`config.mk`:
```
export PLATFORM = sky130hd
export DESIGN_NAME = kyber_compress_unit
export DESIGN_NICKNAME = d
export VERILOG_FILES = /design/src/rtl/kyber_compress_unit.sv
export SDC_FILE = /design/constraint.sdc
export NUM_CORES = 2
export LEC_CHECK = 0
export BUFFER_PORTS_ARGS = -buffer_cell sky130_fd_sc_hd__clkbuf_2
export CORE_ASPECT_RATIO = 1.25
export CORE_MARGIN = 2
export CORE_UTILIZATION = 67
export CTS_CLUSTER_SIZE = 12
export DETAILED_ROUTE_END_ITERATION = 8
export GPL_TIMING_DRIVEN = 1
export PLACE_DENSITY_LB_ADDON = 0.3
export SLEW_MARGIN = 20
export SYNTH_ARGS = -nofsm -noshare
export SYNTH_HDL_FRONTEND = slang
export SYNTH_SLANG_ARGS = --single-unit
```
`constraint.sdc`:
```
create_clock -name clk -period 25.4 [get_ports clk]
set_input_delay 1.27 -clock clk [delete_from_list [all_inputs] [get_ports clk]]
set_output_delay 1.27 -clock clk [all_outputs]
set_load 0.005 [all_outputs]
```
`src/rtl/kyber_compress_unit.sv`:
```
// Kyber coefficient compress/decompress unit.
// A 3-stage pipeline processes LANES 12-bit coefficients per beat. Each beat
// carries its own mode and d, so consecutive beats can mix operations freely.
// The whole pipeline advances together whenever the output slot is empty or
// is being accepted. A single global enable keeps the beats in order.
module kyber_compress_unit #(
  parameter int LANES  = 4,
  parameter int Q      = 3329,
  parameter int N_COEF = 256
) (
  input  logic                  clk,
  input  logic                  rst,
  input  logic                  in_valid,
  output logic                  in_ready,
  input  logic                  in_mode,
  input  logic [3:0]            in_d,
  input  logic [12*LANES-1:0]   in_data,
  output logic                  out_valid,
  input  logic                  out_ready,
  output logic [12*LANES-1:0]   out_data,
  output logic                  out_last,
  output logic                  out_err
);

  localparam int BEATS = N_COEF / LANES;
  localparam int CW    = (BEATS > 1) ? $clog2(BEATS) : 1;
  // Wide enough for 2^11 * 4095 + Q/2 and for Q * 2047 + 2^10 without truncation.
  localparam int PW    = 26;
  localparam int DW    = 12 * LANES;

  localparam logic [PW-1:0] Q_W       = PW'(Q);
  localparam logic [PW-1:0] HALF_Q    = PW'(Q / 2);
  localparam logic [CW-1:0] LAST_BEAT = CW'(BEATS - 1);

  // Only these d values are legal; any other d zeroes the beat and flags an error.
  function automatic logic d_is_legal(input logic [3:0] d);
    case (d)
      4'd1, 4'd4, 4'd5, 4'd10, 4'd11: return 1'b1;
      default:                        return 1'b0;
    endcase
  endfunction

  // Stage-2 lane work: the compress quotient, or the unshifted decompress sum.
  function automatic logic [PW-1:0] lane_s2(input logic mode, input logic [3:0] d,
                                            input logic [11:0] x);
    logic [PW-1:0] xw;
    logic [PW-1:0] mask;
    xw   = PW'(x);
    mask = (PW'(1) << d) - PW'(1);
    if (!mode) return ((xw << d) + HALF_Q) / Q_W;
    else       return (xw & mask) * Q_W + (PW'(1) << (d - 4'd1));
  endfunction

  // Stage-3 lane work: reduce the quotient mod 2^d, or round by shifting.
  function automatic logic [11:0] lane_s3(input logic mode, input logic [3:0] d,
                                          input logic [PW-1:0] v);
    if (!mode) return 12'(v & ((PW'(1) << d) - PW'(1)));
    else       return 12'(v >> d);
  endfunction

  logic                  adv;
  logic                  s1_valid;
  logic                  s1_mode;
  logic [3:0]            s1_d;
  logic [DW-1:0]         s1_data;
  logic                  s2_valid;
  logic                  s2_mode;
  logic [3:0]            s2_d;
  logic                  s2_legal;
  logic                  s2_err;
  logic [PW*LANES-1:0]   s2_val;
  logic [PW*LANES-1:0]   s2_val_n;
  logic                  s2_err_n;
  logic                  s3_valid;
  logic [DW-1:0]         s3_data;
  logic                  s3_err;
  logic [DW-1:0]         s3_data_n;
  logic [CW-1:0]         beat_cnt;

  // Outputs are forced quiet while reset is held, even before the first reset edge.
  assign out_valid = s3_valid & ~rst;
  assign out_data  = rst ? '0 : s3_data;
  assign out_err   = s3_err & ~rst;
  assign out_last  = out_valid & (beat_cnt == LAST_BEAT);
  assign adv       = out_ready | ~out_valid;
  assign in_ready  = ~rst & adv;

  // Stage 1: capture the accepted beat together with its mode and d.
  always_ff @(posedge clk) begin
    if (rst) begin
      s1_valid <= 1'b0;
      s1_mode  <= 1'b0;
      s1_d     <= 4'd0;
      s1_data  <= '0;
    end else if (adv) begin
      s1_valid <= in_valid;
      s1_mode  <= in_mode;
      s1_d     <= in_d;
      s1_data  <= in_data;
    end
  end

  // Stage 2 combinational: per-lane product or quotient, plus error detection.
  always_comb begin
    s2_val_n = '0;
    s2_err_n = ~d_is_legal(s1_d);
    for (int i = 0; i < LANES; i++) begin
      s2_val_n[PW*i +: PW] = lane_s2(s1_mode, s1_d, s1_data[12*i +: 12]);
      if (!s1_mode && (PW'(s1_data[12*i +: 12]) >= Q_W)) s2_err_n = 1'b1;
    end
  end

  // Stage 2 register: intermediate lane values and the beat's error status.
  always_ff @(posedge clk) begin
    if (rst) begin
      s2_valid <= 1'b0;
      s2_mode  <= 1'b0;
      s2_d     <= 4'd0;
      s2_legal <= 1'b0;
      s2_err   <= 1'b0;
      s2_val   <= '0;
    end else if (adv) begin
      s2_valid <= s1_valid;
      s2_mode  <= s1_mode;
      s2_d     <= s1_d;
      s2_legal <= d_is_legal(s1_d);
      s2_err   <= s2_err_n;
      s2_val   <= s2_val_n;
    end
  end

  // Stage 3 combinational: final reduce/round; an illegal d zeroes every lane.
  always_comb begin
    s3_data_n = '0;
    if (s2_legal) begin
      for (int i = 0; i < LANES; i++) begin
        s3_data_n[12*i +: 12] = lane_s3(s2_mode, s2_d, s2_val[PW*i +: PW]);
      end
    end
  end

  // Stage 3 register: the output slot, held unchanged while stalled.
  always_ff @(posedge clk) begin
    if (rst) begin
      s3_valid <= 1'b0;
      s3_data  <= '0;
      s3_err   <= 1'b0;
    end else if (adv) begin
      s3_valid <= s2_valid;
      s3_data  <= s3_data_n;
      s3_err   <= s2_valid & s2_err;
    end
  end

  // Beat counter: advances on each output transfer and wraps after the last beat.
  always_ff @(posedge clk) begin
    if (rst) begin
      beat_cnt <= '0;
    end else if (out_valid && out_ready) begin
      if (beat_cnt == LAST_BEAT) beat_cnt <= '0;
      else                       beat_cnt <= beat_cnt + 1'b1;
    end
  end

endmodule

```
==> impl_results.md <==
* Outcome: finished, final reports clean
* Psw at 2420 uW
* Critical Path RT at 25850 ps
* Measured slew at the worst slew-check pin at 1310 ps
* FMAX at 43.8 MHz
* CP startpoint kind: flop
* First-pass GRT wire length at 286000 microns
* Die Footprint at 82600 sq um
* HP Class: reg2reg
* Asr flop ratio synth at 0%
* Seq pwr share at 10.3%
* Final Hold Vio Count at 0
* Min Tclk post-route at 22830 ps
* Sw Ratio at 56.7%
* Worst-case clock buffer depth at 3
* GPL Wtd Cong at 1.00
* Post-synth EDFFs at 0
* Clock share of power at 9.1%
* Clock Tree Root: clkbuf_16
* Buf/Inv on CP at 4
* Starting Density at 67.4%
* Placed cell areas at 54400 sq um
* Largest net degree at the start of global routing at 92
* Syn Nets at 7901
* Gr usage total at 41.6%
* Initial antenna violation count at 9
* CP max stage delay at 940 ps
* CTS tree: done
* Routed wire per std cell at 22.0 microns
* Ports at 109
* # Max-Cap Violations at 0
* #FFs+latches synth at 222
* Hold buffers post-CTS at 0
* Synthesis warning total at 0
* Final slew viol count at 0
* Post-synthesis cell type count at 158
* Leakage at 0.0227 uW
* Via/cell ratio at 7.12
* Int Power at 1850 uW
* Layout cells sized above 1 at 9.37%
* Fillers at 6835
* Routed WL at 181000 microns
* Post-CTS Setup Inserts at 0
* Worst path slowest cell: o211ai_1
* DRT Pass-1 Iters at 8
* Die Span X at 257 microns
* Crit path kind: reg2reg
* Power per Cell Area at 77.4 nW/um^2
* Beginning of the critical path: s1_d[2]
* Grt total ovfl at 0
* Setup tns final at 0 ps
* Vias in the first global route at 54.2k
* Cell area after synthesis at 53800 sq um
* Crit share post-route at 89.9%
* Peak supply drop at 0.0713 mV
* Power Total at 4280 uW
* Clk Latency, worst-skew pair at 580 ps
* Dpl hpwl at 141000 microns
* Setup WS pre-CTS at 3370 ps
* Crit. End Element: flop
* CP top delay family: compound AO/OA/AOI/OAI gates
* Sink Count at 222
* Syn Area/Cell at 7.34 sq um
* Core Box Area at 79800 sq um
* Vias at 58.8k
* Initial DRC count at 6706
* Clock transition at path regs at 70 ps
* Port-buffer cells at 108
* R2r startpoint: s1_d[2]
* PostCTS Resize Cnt at 0
* H-tree levels at 1
* Nets at 7751
* Max_slew headroom at 12.3%
* Worst Skew at 16.8 ps
* Post-synthesis to final-layout area growth at 2.78%
* ANT nets after route at 0
* FP Rows at 116
* Remaining DRCs at 0
* Logic gate share of total power at 80.6%
* Setup-violating endpoint count in the final report at 0
* Critical path data arrival time at 23280 ps
* Post-synthesis sequential area ratio at 8.26%
* Hold path start: s3_data[42]
* Finished layout cell area at 55300 sq um
* CP most frequent cell: nand2_1
* Die Y at 321 microns
* Top_reg_cell synth: dfxtp_1
* Number of buffers created by CTS at 26
* Syn Inst Count at 7330
* RSZ-0062 raised after global routing: no
* Crit Path Max Fanout at 48
* Final worst slack at 2570 ps
## routing by layer
layer | up-vias | global-route usage (%) | part of all wire (%) | wire length [microns]
li1 | 27194 | - | - | -
met1 | 27505 | 51.2 | 39 | 70200
met2 | 3259 | 69.3 | 45 | 82000
met3 | 827 | 6.79 | 9.9 | 17900
met4 | 12 | 22.6 | 6.2 | 11200
met5 | - | 0 | 0.052 | 95
## final timing paths
kind | slack [ps] | to | cells after the start
worst max-delay path | 2570 | s2_val[78] | 61
worst min-delay path | 450 | s3_data[42] | 2
worst max register to register | 2570 | s2_val[78] | 61
worst min register to register | 450 | s3_data[42] | 2
## Yosys cell counts, drive strengths merged (30+ instances only)
| cell | number | area (sq um) |
|---|---|---|
| o31a | 46 | 403 |
| or3 | 60 | 375 |
| and3 | 74 | 463 |
| o21bai | 75 | 567 |
| o31ai | 63 | 517 |
| xnor2 | 296 | 2620 |
| dfxtp | 222 | 4440 |
| o21ai | 472 | 2430 |
| o21a | 56 | 420 |
| nor2b | 126 | 788 |
| a211oi | 128 | 1050 |
| a31oi | 80 | 551 |
| nand4 | 77 | 516 |
| o211a | 34 | 340 |
| and2 | 122 | 763 |
| mux4 | 77 | 1730 |
| nor4 | 81 | 568 |
| inv | 405 | 1520 |
| mux2i | 243 | 2460 |
| buf | 144 | 952 |
| or2 | 86 | 538 |
| a221oi | 35 | 355 |
| nor2 | 595 | 2240 |
| ha | 442 | 5530 |
| nand2b | 59 | 369 |
| o22ai | 47 | 307 |
| a21boi | 35 | 278 |
| a21o | 77 | 589 |
| xor2 | 130 | 1170 |
| mux2 | 97 | 1100 |
| a211o | 30 | 263 |
| clkbuf | 193 | 726 |
| o211ai | 120 | 946 |
| fa | 72 | 1440 |
| nand3 | 219 | 1100 |
| nand2 | 755 | 2840 |
| nand3b | 75 | 576 |
| a22oi | 108 | 816 |
| nor3 | 217 | 1180 |
| a21oi | 494 | 2530 |
## power groups by stage
stage	Combinational, uW	Clock [uW]	Sequential [uW]
final	3450	388	442
after detailed placement	3330	0	444
after global placement	3270	0	442
after floorplan	2720	0	406
after CTS	3360	384	436
after global routing	3760	397	442
## final cells by class
cell class | instances | area [sq um] | share of cell area [%]
flip-flops and latches | 222 | 4470 | 8.09
inverters | 408 | 1530 | 2.77
repair buffers | 159 | 926 | 1.67
clock inverters | 10 | 116 | 0.210
well taps | 1062 | 1330 | 2.40
clock buffers | 34 | 722 | 1.31
multi-input cells | 6363 | 46200 | 83.5
diodes | 2 | 5.00 | 0.00905
## sequential cells by signal, indices dropped and copies added, names as in the netlist, 4 cells and up
signal / flops
s3_data: 48
beat_cnt: 6
s1_d: 4
s1_data: 48
s2_val: 104
s2_d: 4
## cell families after synthesis
logic type                 after synthesis  share of synthesized area [%]
xor gates and xnor gates               426                           7.05
AOI/OAI and AO/OA                     2309                           30.5
muxes                                  417                           9.85
and+or+nand+nor                       2693                           25.4
buffers and inverters                  745                           5.97
adders and majority gates              518                           13.0
DFF                                    222                           8.26
## cell usage in the layout, fill, tap and decap left out, types with 74 or more instances in the layout
| master | count |
|---|---|
| mux2i_1 | 240 |
| nand3_1 | 218 |
| ha_1 | 442 |
| and2_1 | 116 |
| clkbuf_2 | 107 |
| o21bai_1 | 74 |
| o21ai_0 | 388 |
| a21oi_1 | 484 |
| nand3b_1 | 74 |
| nand2_1 | 750 |
| mux4_2 | 77 |
| xor2_1 | 126 |
| a22oi_1 | 107 |
| dfxtp_1 | 212 |
| and3_1 | 74 |
| xnor2_1 | 292 |
| o211ai_1 | 111 |
| a211oi_1 | 114 |
| inv_1 | 400 |
| nor3_1 | 197 |
| nor2b_1 | 125 |
| mux2_2 | 93 |
| nor2_1 | 589 |
## worst reg2reg max path, delay by kind of cell, from the launching register on
family | cells | cell delay, ps
multiplexers | 2 | 1010
adder cells (fa/ha/maj) | 1 | 180
XOR/XNOR | 3 | 1140
AND/OR/NAND/NOR | 24 | 7680
flip-flops | 1 | 510
AO/OA/AOI/OAI | 27 | 10670
buffers and inverters | 4 | 1480
## stage by stage
stage / util, % / cells / hold WS, ps
after floorplan: - / 7330 / 408
after global placement: 68.2 / 8214 / 428
after detailed placement: 68.2 / 8214 / 438
after CTS: 69.2 / 8258 / 452
after global routing: 69.2 / 8258 / 467
final: 69.2 / 8260 / 449
(Power assumes the default switching activity.)
